File: src/rtl/audio_pkg.sv
// Shared audio-path definitions for the WM8731 codec link (DAC transmit and ADC capture sides).
package audio_pkg;

   localparam int AUDIO_SAMPLE_W = 16;

   typedef enum logic [1:0] {
      WAIT_SYNC,
      LEFT,
      RIGHT
   } tx_state_t;

   typedef struct packed {
      logic [AUDIO_SAMPLE_W-1:0] left;
      logic [AUDIO_SAMPLE_W-1:0] right;
   } sample_pair_t;

endpackage

File: src/rtl/sync_edge.sv
// Two-flop synchronizer for a codec clock input, with one-cycle rise/fall pulses in the Clk domain.
module sync_edge (
   input  logic clk,
   input  logic rst,
   input  logic din,
   output logic level,
   output logic rise,
   output logic fall
);

   logic meta;
   logic sync;
   logic prev;

   always_ff @(posedge clk) begin
      if (rst) begin
         meta <= 1'b0;
         sync <= 1'b0;
         prev <= 1'b0;
      end else begin
         meta <= din;
         sync <= meta;
         prev <= sync;
      end
   end

   assign level = sync;
   assign rise  = sync & ~prev;
   assign fall  = ~sync & prev;

endmodule

File: src/rtl/i2s_dac_tx.sv
// I2S / left-justified DAC serializer with a one-deep sample-pair buffer; the codec is bus master.
module i2s_dac_tx
   import audio_pkg::*;
#(
   parameter int SAMPLE_W        = AUDIO_SAMPLE_W,
   parameter int DATA_DELAY      = 1,
   parameter bit UNDERRUN_REPEAT = 1'b1
) (
   input  logic                Clk,
   input  logic                Reset,
   input  logic                AUD_BCLK,
   input  logic                AUD_DACLRCK,
   input  logic [SAMPLE_W-1:0] LDATA,
   input  logic [SAMPLE_W-1:0] RDATA,
   input  logic                data_valid,
   output logic                data_ready,
   output logic                AUD_DACDAT,
   output logic                frame_start,
   output logic                underrun
);

   localparam int CNT_MAX = SAMPLE_W + DATA_DELAY;
   localparam int CW      = $clog2(CNT_MAX + 2);

   logic bclk_level, bclk_rise, bclk_fall;
   logic lr_sync, lr_rise, lr_fall;
   logic unused_edges;

   sync_edge u_bclk (.clk(Clk), .rst(Reset), .din(AUD_BCLK),
                     .level(bclk_level), .rise(bclk_rise), .fall(bclk_fall));
   sync_edge u_lrck (.clk(Clk), .rst(Reset), .din(AUD_DACLRCK),
                     .level(lr_sync), .rise(lr_rise), .fall(lr_fall));

   // LRCK is judged against its value at the previous BCLK fall, not per Clk
   assign unused_edges = ^{bclk_level, bclk_rise, lr_rise, lr_fall};

   tx_state_t           state, state_n;
   logic                lr_prev;
   logic                left_start, right_start;
   logic                load_left, load_right, advance;
   logic                buf_full;
   logic [SAMPLE_W-1:0] buf_l, buf_r, last_l, last_r, hold_r;
   logic [SAMPLE_W-1:0] shift, word;
   logic [CW-1:0]       cnt, slot;
   logic                in_window;
   logic                dat;

   assign left_start  = bclk_fall && lr_prev && !lr_sync;
   assign right_start = bclk_fall && !lr_prev && lr_sync;

   always_ff @(posedge Clk) begin
      if (Reset) state <= WAIT_SYNC;
      else       state <= state_n;
   end

   always_comb begin
      state_n    = state;
      load_left  = 1'b0;
      load_right = 1'b0;
      advance    = 1'b0;
      case (state)
         WAIT_SYNC: begin
            if (left_start) begin
               state_n   = LEFT;
               load_left = 1'b1;
            end
         end
         LEFT, RIGHT: begin
            // Any LRCK edge restarts the channel, truncating a short half-frame
            if (left_start) begin
               state_n   = LEFT;
               load_left = 1'b1;
            end else if (right_start) begin
               state_n    = RIGHT;
               load_right = 1'b1;
            end else if (bclk_fall) begin
               advance = 1'b1;
            end
         end
         default: state_n = WAIT_SYNC;
      endcase
   end

   // slot = index of the BCLK slot being driven; 0 is the slot at the LRCK edge
   always_comb begin
      word = shift;
      slot = cnt + CW'(1);
      if (load_left) begin
         word = buf_full ? buf_l : (UNDERRUN_REPEAT ? last_l : '0);
         slot = '0;
      end else if (load_right) begin
         word = hold_r;
         slot = '0;
      end
   end

   assign in_window = (int'(slot) >= DATA_DELAY) && (int'(slot) < CNT_MAX);

   always_ff @(posedge Clk) begin
      if (Reset) begin
         lr_prev     <= 1'b0;
         shift       <= '0;
         cnt         <= '0;
         dat         <= 1'b0;
         frame_start <= 1'b0;
         underrun    <= 1'b0;
      end else begin
         frame_start <= load_left && buf_full;
         underrun    <= load_left && !buf_full;
         if (bclk_fall) lr_prev <= lr_sync;
         if (load_left || load_right || advance) begin
            dat   <= in_window ? word[SAMPLE_W-1] : 1'b0;
            shift <= in_window ? {word[SAMPLE_W-2:0], 1'b0} : word;
            if (load_left || load_right) cnt <= '0;
            else if (cnt != CW'(CNT_MAX)) cnt <= slot;
         end
      end
   end

   always_ff @(posedge Clk) begin
      if (Reset) begin
         buf_full <= 1'b0;
         buf_l    <= '0;
         buf_r    <= '0;
         last_l   <= '0;
         last_r   <= '0;
         hold_r   <= '0;
      end else begin
         // Accept only while empty and consume only while full, so the two never collide
         if (data_valid && !buf_full) begin
            buf_full <= 1'b1;
            buf_l    <= LDATA;
            buf_r    <= RDATA;
         end
         if (load_left && buf_full) begin
            buf_full <= 1'b0;
            last_l   <= buf_l;
            last_r   <= buf_r;
            hold_r   <= buf_r;
         end else if (load_left) begin
            hold_r <= UNDERRUN_REPEAT ? last_r : '0;
         end
      end
   end

   assign data_ready = !buf_full;
   assign AUD_DACDAT = dat;

endmodule

File: config.mk
export PLATFORM = sky130hd
export DESIGN_NAME = i2s_dac_tx
export DESIGN_NICKNAME = d
export VERILOG_FILES = /design/src/rtl/audio_pkg.sv /design/src/rtl/sync_edge.sv /design/src/rtl/i2s_dac_tx.sv
export SDC_FILE = /design/constraint.sdc
export NUM_CORES = 1
export LEC_CHECK = 0
export CAP_MARGIN = 20
export CORE_ASPECT_RATIO = 0.75
export CORE_MARGIN = 5
export CORE_UTILIZATION = 35
export DETAILED_ROUTE_END_ITERATION = 16
export PLACE_DENSITY = 0.62
export SLEW_MARGIN = 20
export SYNTH_ARGS = -nofsm -noshare
export SYNTH_HDL_FRONTEND = slang
export SYNTH_SLANG_ARGS = --single-unit
File: constraint.sdc
create_clock -name Clk -period 2.7 [get_ports Clk]
set_clock_uncertainty 0.1 [all_clocks]
set_input_delay 0.54 -clock Clk [delete_from_list [all_inputs] [get_ports Clk]]
set_output_delay 0.54 -clock Clk [all_outputs]
set_load 0.01 [all_outputs]
Word-level counts from Yosys, hierarchy flattened
Cells that the tools add are included.
{"block": "word_totals", "register_bits": 113, "out_inout_bits": 4, "wordCells": 73}
{"block": "op_classes", "add_sub_neg": 1, "n_lt_le_gt_ge": 2, "n_eq_ne": 5, "n_mux": 24, "bitwise_logic": 2, "n_reduce_logical": 21}
{"op": "$mux W16", "count": 6}
{"op": "$mux W5", "count": 4}
{"op": "$mux W1", "count": 10}
{"op": "$logic_and A1 B1 Y1", "count": 8}
{"op": "$mux W2", "count": 3}
{"op": "$add A5 B1 Y5 const B", "count": 1}
{"op": "$ge A5 B1 Y1 const B", "count": 1}
{"op": "$lt A5 B5 Y1 const B", "count": 1}
{"op": "$ne A5 B5 Y1 const B", "count": 1}
{"op": "$pmux W2 S2", "count": 1}
{"op": "$reduce_and A2 Y1", "count": 2}
{"op": "$reduce_bool A2 Y1", "count": 2}
{"op": "$reduce_or A2 Y1", "count": 2}
{"op": "$logic_not A1 Y1", "count": 3}
{"op": "$ne A3 B3 Y1 const B", "count": 1}
{"op": "$reduce_or A3 Y1", "count": 1}
{"op": "$eq A2 B1 Y1 const B", "count": 1}
{"op": "$eq A2 B2 Y1 const B", "count": 1}
{"op": "$logic_not A2 Y1", "count": 1}
{"op": "$logic_or A1 B1 Y1", "count": 2}
{"op": "$ne A2 B2 Y1 const B", "count": 1}
{"op": "$and A1 B1 Y1", "count": 1}
{"op": "$not A1 Y1", "count": 1}

Logic depth before layout (Yosys ltp)
Gate-level depths: netlist of run 1.
{"block": "logic_depth", "depth_word": 12, "ltp_mapped": 9, "mapped_depth_nobuf": 7}

Hierarchy
Synthesis of run 1 repeated with hierarchy kept, for this count alone.
{"block": "hier_totals", "cells_unflattened": 578, "hier_area_um2": 4979.8}
{"mod": "i2s_dac_tx", "instances": 1, "cells_per_inst": 562, "area_per_inst_um2": 4797.1}
{"mod": "sync_edge", "instances": 2, "cells_per_inst": 8, "area_per_inst_um2": 91.3}

Least setup slack after synthesis of run 1
No wires, ideal clock.
{"block": "synth_timing", "kind": "reg2reg", "startpoint": "register state[1]", "endpoint": "register shift[4]", "arrival_time_ns": 1.835, "t_required_ns": 2.481, "setup_slack_ns": 0.646, "stages_incl_launch_ff": 10, "path_buffers": 2, "period_less_slack_ns": 2.054, "cell_sequence": "dfxtp_1 inv_1 ha_1 inv_1 or3_1 buf_2 buf_4 nand2_1 a31oi_1 o221a_1"}
{"block": "synth_via", "elab_chain_len": 8}
{"item": "start, declared", "line_no": "i2s_dac_tx.sv:37", "source": "tx_state_t state, state_n;"}
{"item": "start signal, assigned", "line_no": "i2s_dac_tx.sv:53", "source": "else state <= state_n;"}
{"item": "$eq A2 B1 Y1 or $eq A2 B2 Y1 (tied branches)", "line_no": "i2s_dac_tx.sv:61", "source": "case (state)"}
{"item": "$reduce_or A2 Y1", "line_no": "i2s_dac_tx.sv:61"}
{"item": "$mux W1", "line_no": "i2s_dac_tx.sv:61"}
{"item": "$mux W5", "line_no": "i2s_dac_tx.sv:91", "source": "end else if (load_right) begin"}
{"item": "$mux W5", "line_no": "i2s_dac_tx.sv:88", "source": "if (load_left) begin"}
{"item": "$ge A5 B1 Y1 or $lt A5 B5 Y1 (tied branches)", "line_no": "i2s_dac_tx.sv:97", "source": "assign in_window = (int'(slot) >= DATA_DELAY) && (int'(slot) < CNT_MAX);"}
{"item": "$logic_and A1 B1 Y1", "line_no": "i2s_dac_tx.sv:97"}
{"item": "$mux W16", "line_no": "i2s_dac_tx.sv:113", "source": "shift <= in_window ? {word[SAMPLE_W-2:0], 1'b0} : word;"}
{"item": "end signal, assigned", "line_no": "i2s_dac_tx.sv:113"}
{"item": "end, declared", "line_no": "i2s_dac_tx.sv:43", "source": "logic [SAMPLE_W-1:0] shift, word;"}
Several ways; a longest one is shown, not always the timed one.
A chain may end at the register's enable or synchronous reset.

Worst setup path after layout of run 1
{"block": "layout_timing", "startpoint": "register cnt[1]", "endpoint": "register shift[1]"}
{"block": "layout_via", "elab_chain_len": 6}
{"item": "start, declared", "line_no": "i2s_dac_tx.sv:44", "source": "logic [CW-1:0] cnt, slot;"}
{"item": "start signal, assigned", "line_no": "i2s_dac_tx.sv:115", "source": "else if (cnt != CW'(CNT_MAX)) cnt <= slot;"}
{"item": "$add A5 B1 Y5 *", "line_no": "i2s_dac_tx.sv:87", "source": "slot = cnt + CW'(1);"}
{"item": "$mux W5 *", "line_no": "i2s_dac_tx.sv:91"}
{"item": "$mux W5 *", "line_no": "i2s_dac_tx.sv:88"}
{"item": "$ge A5 B1 Y1 or $lt A5 B5 Y1 (tied branches)", "line_no": "i2s_dac_tx.sv:97"}
{"item": "$logic_and A1 B1 Y1 *", "line_no": "i2s_dac_tx.sv:97"}
{"item": "$mux W16 *", "line_no": "i2s_dac_tx.sv:113"}
Every way passes the cells marked *; elsewhere a longest branch is shown, timed or not.

==> impl_metrics.tcl, run 1 <==
set metrics [dict create \
    drtIter0Drc 273 \
    tns_ns 0 \
    drive_gt1_share_pct 8.65 \
    grt_pass1_wl_um 20100 \
    r2r_cells 7 \
    ioPinCount 41 \
    holdWs_ns 0.348 \
    clockBufferDepth 2 \
    cap_violations 0 \
    syn_area_um2 5030 \
    vdd_drop_max_mv 0.390 \
    num-fill-cells 1379 \
    avgRoutedWirePerCell_um 14.6 \
    die_x_um 148 \
    ys_seq_elements 113 \
    cts_tree "yes" \
    cp_max_fo 14 \
    yosysSeqAreaShare_pct 44.9 \
    r2r-end "shift[1]$_SDFFE_PP0P_" \
    hpwl_um 8220 \
    layoutNonFillerInstCount 839 \
    ant_nets 0 \
    setup_viol 0 \
    port_buffers 40 \
    min_period_over_period_pct 89.6 \
    hold_viol 0 \
    min-delay-start "last_l[4]$_SDFFE_PP0P_" \
    grt_use_total_pct 14.7 \
    synth.avg_cell_area_um2 8.11 \
    setup_slack_ns 0.282 \
    grt_max_degree 71 \
    critPathRequiredTime_ns 2.89 \
    r2r_setup_slack_ns 0.28 \
    final_util_pct 43.1 \
    antenna_found_initial 0 \
    worstMarginPinSlew_ns 0.685 \
    die_y_um 114 \
    antenna_cells 0 \
    cellLeakagePower_nw 2.18 \
    ys_warn_count 0 \
    powerDensity_nw_per_um2 651 \
    placed_cell_area_um2 5590 \
    ctsResizeCount 0 \
    synth_ff_type "dfxtp_1" \
    synth_cell_type_count 49 \
    crit_arrival_ns 2.61 \
    critical_path_class "reg2reg" \
    h-tree-depth 4 \
    final_nets 689 \
    route.detailed.drc 0 \
    synthCells 621 \
    fin_crit_ns 2.42 \
    die_area_um2 16900 \
    synth_edf_count 0 \
    min_path_type "reg2reg" \
    insertion_delay_ns 0.40 \
    synthArstFlopShare_pct 0 \
    start_util_pct 35.3 \
    power_mw 4.01 \
    area_growth_pct 22.2 \
    dp_cells 809 \
    vias_per_cell 5.14 \
    synth_fp_nets 662 \
    drt_pass1_iterations 4 \
    wl_um 12200 \
    rsz0062_at_grt "no" \
    core_um2 14300 \
    root_buffer "clkbuf_16" \
    max_slew_margin_pct 53.8 \
    hold_path_depth 2 \
    fmax_ghz 0.414 \
    drv_slew 0 \
    fp-row-count 38 \
    postCtsHoldBufs 0 \
    cts_buffers 17 \
    vias 4313 \
    cts_sinks 113 \
    critPathLaunchType "flop" \
    preCtsSetupSlack_ns 0.299 \
    cp-end-kind "flop" \
    overflow 0 \
    holdPathEnd "last_l[4]$_SDFFE_PP0P_" \
    final_area_um2 6150 \
    path_clk_slew_ns 0.05 \
    timing.rr.start "cnt[1]$_SDFFE_PP0P_" \
    gp_congestion 0.806 \
    post_cts_buffers 0 \
    status "complete, no violations" \
    first_global_vias 4100 \
]
==> cell usage after synthesis (all sizes together) (3+ instances only) <==
cell type / number / area (um2)
xor2: 3 / 33.8
a21oi: 87 / 435
dfxtp: 113 / 2260
nor2: 39 / 154
mux2i: 21 / 223
nor3: 5 / 47.5
nand2: 181 / 679
nor2b: 20 / 125
inv: 6 / 22.5
o221a: 14 / 158
clkbuf: 28 / 105
buf: 20 / 133
a31oi: 13 / 81.3
a211oi: 30 / 225
nand2b: 4 / 27.5
ha: 4 / 50.1
nand3: 4 / 20.0
==> cell usage in the layout, fill, tap and decap left out, drive strengths merged, types with 2 or more instances in the layout <==
cell and count:
ha 4, a311oi 2, clkdlybuf4s50 39, nor2b 20, mux2i 21, a21oi 87
o221a 14, dfxtp 113, buf 17, a31oi 13, nand2 181, nand3 4
a2bb2oi 2, o21ai 2, clkbuf 25, and2 2, nand2b 4, xor2 3
inv 6, nor3 5, nor2 39, or3 2, a311o 2, a22oi 2
nand3b 2, a211oi 30, clkinv 3
==> power by group <==
part	internal (mW)	total, mW	switching (mW)	leakage, nW
sequential	1.70	1.73	0.0236	0.916
clock	1.37	2.08	0.714	0.275
combinational	0.0921	0.196	0.104	0.992
total	3.17	4.01	0.841	2.18
==> worst max path at each step <==
| stage | slack (ns) | cells after the start | endpoint | from |
|---|---|---|---|---|
| global route | 0.11 | 7 | shift[10]$_SDFFE_PP0P_ | cnt[1]$_SDFFE_PP0P_ |
| global placement | 0.44 | 7 | shift[2]$_SDFFE_PP0P_ | cnt[1]$_SDFFE_PP0P_ |
| CTS | 0.29 | 7 | shift[2]$_SDFFE_PP0P_ | cnt[1]$_SDFFE_PP0P_ |
| detailed placement | 0.30 | 7 | shift[1]$_SDFFE_PP0P_ | cnt[1]$_SDFFE_PP0P_ |
| finish | 0.28 | 7 | shift[1]$_SDFFE_PP0P_ | cnt[1]$_SDFFE_PP0P_ |
| floorplan | 0.65 | 9 | shift[4]$_SDFFE_PP0P_ | state[1]$_SDFFE_PP0P_ |
==> logic make-up (layout without fill, tap and decap cells) <==
| group | count (synthesis) | in the layout | share of synthesized area [%] |
|---|---|---|---|
| AND/OR/NAND/NOR | 263 | 263 | 22.4 |
| AO/OA/AOI/OAI | 162 | 162 | 21.2 |
| flip-flops | 113 | 113 | 44.9 |
| buffers and inverters | 54 | 92 | 5.17 |
| multiplexers | 21 | 21 | 4.42 |
| adder cells (fa/ha/maj) | 4 | 4 | 0.994 |
| XOR/XNOR | 4 | 4 | 0.845 |
==> layout make-up <==
class                           instances  area, um2  area share [%]
Clock buffer                           25        505            8.22
Clock inverter                          5       52.6           0.854
Inverter                                6       22.5           0.366
Multi-Input combinational cell        454       2510            40.9
Sequential cell                       113       2260            36.8
Tap cell                              180        225            3.66
Timing Repair Buffer                   56        568            9.24
==> worst max-delay path, cell delays in order (launching register included) <==
cell       delay, ns
dfxtp_1         0.43
inv_1           0.08
ha_1            0.32
nand4bb_1       0.14
o22ai_2         0.23
xor2_1          0.26
nand2_1         0.38
o221a_2         0.36
==> registers in the layout, summed over array words and instances, names as in the netlist <==
signal        count
buf_l            16
buf_r            16
hold_r           16
last_l           16
last_r           16
shift            16
cnt               5
state             2
AUD_DACDAT        1
buf_full          1
frame_start       1
lr_prev           1
u_bclk.level      1
u_bclk.meta       1
u_bclk.prev       1
u_lrck.level      1
u_lrck.meta       1
underrun          1
==> layer usage <==
| layer | part of all wire, % | track usage, % | up-vias |
|---|---|---|---|
| met2 | 47 | 23.8 | 98 |
| met4 | 1.1 | 4.86 | 0 |
| li1 | - | - | 2190 |
| met1 | 47 | 18.9 | 2012 |
| met5 | 0 | 0 | - |
| met3 | 5.1 | 4.13 | 13 |
(Power assumes the default switching activity.)
==> inputs of run 2 (changes only) <==
- ABC_AREA: default -> 1
- CTS_CLUSTER_DIAMETER: default -> 120
==> run 2 against run 1 <==
Sequential cell count unchanged. Clock-buffer cell count is 5 lower. Register-to-register slack improved by 0.11 ns. Die area down 1.1%. Clock power grew 18%. Sequential share of layout area down 0.11 points. Via count fell by 2.8%. First-iteration DRC count is 9.5% lower. Maximum frequency grew 4.7%. Power grew 17%. Critical endpoint is now hold_r[12]$_SDFFE_PP0P_.
==> impl_metrics.tcl, run 2 <==
set metrics [dict create \
    yosysSeqAreaShare_pct 45.5 \
    die_area_um2 16700 \
    worstMarginPinSlew_ns 0.957 \
    fmax_ghz 0.433 \
    synth_fp_nets 724 \
    drt_pass1_iterations 4 \
    cts_buffers 17 \
    fp-row-count 37 \
    grt_use_total_pct 13.9 \
    clockBufferDepth 2 \
    layout_common_cells "135 x nand2_1, 113 x dfxtp_1, 96 x nor2_1" \
    synthArstFlopShare_pct 0 \
    overflow 0 \
    tns_ns 0 \
    synth_edf_count 0 \
    max_slew_margin_pct 36.2 \
    hold_viol 0 \
    synth_cell_type_count 33 \
    cap_violations 0 \
    critPathLaunchType "flop" \
    path_clk_slew_ns 0.05 \
    gp_congestion 0.860 \
    cts_sinks 113 \
    cts_tree "yes" \
    wl_um 11300 \
    synth.largest_area_cell "dfxtp_1" \
    final_common_cell "nand2_1" \
    synthTopCellsByArea "dfxtp_1 46%, nand2_1 10%, nor2_1 7.2%" \
    synth_common_cells "135 x nand2_1, 113 x dfxtp_1, 96 x nor2_1" \
    status "complete, no violations" \
    ys_warn_count 0 \
    placed_cell_area_um2 5510 \
    fin_crit_ns 2.31 \
    drive_gt1_share_pct 7.54 \
    grt_pass1_wl_um 18900 \
    cellLeakagePower_nw 2.76 \
    power_mw 4.67 \
    port_buffers 40 \
    insertion_delay_ns 0.41 \
    first_global_vias 3957 \
    area_growth_pct 24.0 \
    rsz0062_at_grt "no" \
    ys_seq_elements 113 \
    final_nets 757 \
    crit_arrival_ns 2.51 \
    critPathRequiredTime_ns 2.90 \
    ant_nets 0 \
    die_y_um 113 \
    synth_top_area_share_pct 45.5 \
    critical_path_class "reg2reg" \
    vias_per_cell 4.64 \
    postCtsHoldBufs 0 \
    syn_area_um2 4970 \
    min_path_type "reg2reg" \
    final_area_um2 6170 \
    ioPinCount 41 \
    min_period_over_period_pct 85.6 \
    ctsResizeCount 0 \
    num-fill-cells 1384 \
    grt_max_degree 69 \
    avgRoutedWirePerCell_um 12.5 \
    vdd_drop_max_mv 0.449 \
    root_buffer "clkbuf_16" \
    seqCellArea_um2 2260 \
    h-tree-depth 4 \
    die_x_um 148 \
    synth.avg_cell_area_um2 7.28 \
    route.detailed.drc 0 \
    multi_input_area_um2 2170 \
    antenna_cells 0 \
    core_um2 13800 \
    synthMostInstantiatedCell "nand2_1" \
    drv_slew 0 \
    cp_max_fo 30 \
    setup_viol 0 \
    powerDensity_nw_per_um2 757 \
    hpwl_um 7400 \
    cp-end-kind "flop" \
    post_cts_buffers 0 \
    drtIter0Drc 247 \
    antenna_found_initial 0 \
    synthCells 683 \
    synth_ff_type "dfxtp_1" \
    start_util_pct 35.9 \
    vias 4193 \
]
## run 2: cell count changes after synthesis, moves of 46 or more
cell	change
inv_1	+89
a21oi_1	-63
o21ai_0	+58
nor2_1	+58
nand3_1	+59
nand2_1	-46
## run 2: cell families after synthesis
| logic type | count (synthesis) | share of synthesized area [%] |
|---|---|---|
| AND/OR/NAND/NOR | 308 | 26.9 |
| buffers and inverters | 133 | 10.9 |
| flip-flops | 113 | 45.5 |
| AO/OA/AOI/OAI | 107 | 12.1 |
| multiplexers | 15 | 3.02 |
| adder cells (fa/ha/maj) | 4 | 1.01 |
| XOR/XNOR | 3 | 0.529 |
## run 2: layout make-up
class / instances / area share [%]
flip-flops and latches: 113 / 36.7
clock buffers: 20 / 7.24
multi-input cells: 437 / 35.1
repair buffers: 50 / 8.12
well taps: 175 / 3.55
inverters: 97 / 5.91
clock inverters: 12 / 3.35
## run 2: where the power goes
group	switching (mW)	internal, mW
sequential	0.0460	1.75
clock	0.792	1.67
combinational	0.250	0.169
## run 2: worst paths after layout
path	start	endpoint	slack (ns)	cells past startpoint
worst max-delay path	u_bclk.prev$_SDFF_PP0_	hold_r[12]$_SDFFE_PP0P_	0.39	9
worst min-delay path	u_lrck.meta$_SDFF_PP0_	u_lrck.level$_SDFF_PP0_	0.31	2
worst max register to register	u_bclk.prev$_SDFF_PP0_	hold_r[12]$_SDFFE_PP0P_	0.39	9
worst min register to register	u_lrck.meta$_SDFF_PP0_	u_lrck.level$_SDFF_PP0_	0.31	2
## run 2: routing by layer
| layer | vias up | part of all wire, % | track usage [%] |
|---|---|---|---|
| met1 | 1875 | 53 | 19.6 |
| li1 | 2233 | - | - |
| met2 | 76 | 42 | 20.5 |
| met3 | 9 | 4.0 | 3.80 |
| met5 | - | 0 | 0 |
| met4 | 0 | 0.94 | 4.66 |
## run 2: stage by stage
step	setup slack (ns)	utilization, %	hold WS (ns)	cells
floorplan	0.727	-	0.288	683
global placement	0.437	39.8	0.307	872
detailed placement	0.373	39.8	0.304	872
CTS	0.370	44.5	0.314	904
global route	0.168	44.5	0.325	904
finish	0.389	44.5	0.311	904
## run 2: worst max-delay path: stages, from the launching register on
cell	delay [ns]
dfxtp_1	0.30
inv_1	0.07
nor2_4	0.20
nand3b_4	0.31
nor2_8	0.50
buf_4	0.25
mux2i_1	0.24
nand2_1	0.07
o211ai_1	0.09
inv_1	0.05
==> inputs of run 3 (changes only) <==
- CORE_MARGIN: 5 -> 1.5
==> run 3 against run 2 <==
Die area down 11%. Clock-buffer cell count fell by 1. Via count rose by 2.1%. Critical endpoint is now shift[7]$_SDFFE_PP0P_. Maximum frequency up 0.78%.
==> impl_metrics.tcl, run 3 (synthesis results as in run 2) <==
set metrics [dict create \
    die_x_um 141 \
    cts_buffers 17 \
    setup_slack_ns 0.407 \
    grt_max_degree 69 \
    ant_nets 0 \
    cp_cell_sequence "inv_1 > ha_1 > inv_1 > nor2_2 > nand2_1 > nand3_1 > nand3_1 > nand3_1 > nand3_1 > nand2_1 > inv_1" \
    cp.buffers_inverters 3 \
    final_common_cell "nand2_1" \
    layout_common_cells "135 x nand2_1, 113 x dfxtp_1, 96 x nor2_1" \
    path_clk_slew_ns 0.06 \
    start_util_pct 36.0 \
    max_slew_margin_pct 40.7 \
    post_cts_buffers 0 \
    slowest_delay_ns 0.54 \
    min_period_over_period_pct 84.9 \
    cpMaxStageDelayCell "nor2_2" \
    powerDensity_nw_per_um2 716 \
    cts_tree "yes" \
    hpwl_um 7420 \
    status "complete, no violations" \
    final_nets 758 \
    cts_sinks 113 \
    critPathLaunchType "flop" \
    rsz0062_at_grt "no" \
    path_delay_family "simple AND/OR/NAND/NOR gates" \
    critical_path_class "reg2reg" \
    drtIter0Drc 307 \
    crit_arrival_ns 2.50 \
    tns_ns 0 \
    gp_congestion 0.857 \
    first_global_vias 4074 \
    final_area_um2 6110 \
    cp-end-kind "flop" \
    clockBufferDepth 2 \
    core_um2 13800 \
    root_buffer "clkbuf_16" \
    vias 4283 \
    holdWs_ns 0.307 \
    preCtsSetupSlack_ns 0.436 \
    drv_slew 0 \
    drive_gt1_share_pct 7.68 \
    crit_top_cell "nand3_1" \
    route.detailed.drc 0 \
    port_buffers 40 \
    vdd_drop_max_mv 0.410 \
    cellLeakagePower_nw 2.73 \
    postCtsHoldBufs 0 \
    avgRoutedWirePerCell_um 12.6 \
    placed_cell_area_um2 5530 \
    ioPinCount 41 \
    fmax_ghz 0.436 \
    grt_use_total_pct 17.0 \
    fp-row-count 37 \
    area_growth_pct 23.0 \
    antenna_found_initial 0 \
    critPathRequiredTime_ns 2.91 \
    hold_viol 0 \
    cp_max_fo 15 \
    overflow 0 \
    vias_per_cell 4.74 \
    cap_violations 0 \
    wl_um 11400 \
    h-tree-depth 4 \
    drt_pass1_iterations 5 \
    setup_viol 0 \
    ctsResizeCount 0 \
    fin_crit_ns 2.29 \
    die_area_um2 14900 \
    die_y_um 106 \
    grt_pass1_wl_um 20100 \
    worstMarginPinSlew_ns 0.883 \
    insertion_delay_ns 0.41 \
    min_path_type "reg2reg" \
    antenna_cells 0 \
]
[run 3: changes by cell type in the layout (fill, tap and decap cells not counted), sizes merged]
cell	before	now
inv	97	96
bufinv	5	2
clkinv	6	8
buf	10	11
clkinvlp	1	3
clkbuf	20	19
[run 3: metal layers]
metal / up-vias / share of wire [%] / GRT usage (%)
li1: 2232 / - / -
met1: 1933 / 54 / 25.0
met2: 103 / 39 / 23.9
met3: 15 / 4.8 / 4.37
met4: 0 / 1.6 / 5.95
met5: - / 0 / 0
[run 3: final timing paths]
kind,slack [ns],to,cells after the start,from
max reg2reg,0.41,shift[7]$_SDFFE_PP0P_,11,state[0]$_SDFFE_PP0P_
min,0.31,u_bclk.level$_SDFF_PP0_,2,u_bclk.meta$_SDFF_PP0_
min reg2reg,0.31,u_bclk.level$_SDFF_PP0_,2,u_bclk.meta$_SDFF_PP0_
max,0.41,shift[7]$_SDFFE_PP0P_,11,state[0]$_SDFFE_PP0P_
[run 3: area by class of cell]
cell class	instances	area, um2
Clock buffer	19	443
Clock inverter	12	136
Fill cell	1421	7680
Inverter	97	364
Multi-Input combinational cell	437	2170
Sequential cell	113	2260
Tap cell	175	219
Timing Repair Buffer	51	520
[run 3: worst min-delay path: cells and delay by family, from the launching register on]
kind / cells / cell delay [ns]
DFF: 1 / 0.29
buffers and inverters: 1 / 0.04
and+or+nand+nor: 1 / 0.03
[run 3: through the flow]
step | util [%] | total power [mW] | cells
floorplan | - | 2.11 | 683
global placement | 40.1 | 2.24 | 873
detailed placement | 40.1 | 2.24 | 873
CTS | 44.3 | 4.41 | 904
global route | 44.3 | 4.58 | 904
finish | 44.3 | 4.38 | 904
[run 3: report_power, final]
group	leakage (nW)	internal [mW]	switching, mW
clock network	0.275	1.38	0.789
registers	0.920	1.75	0.0448
logic	1.53	0.170	0.249
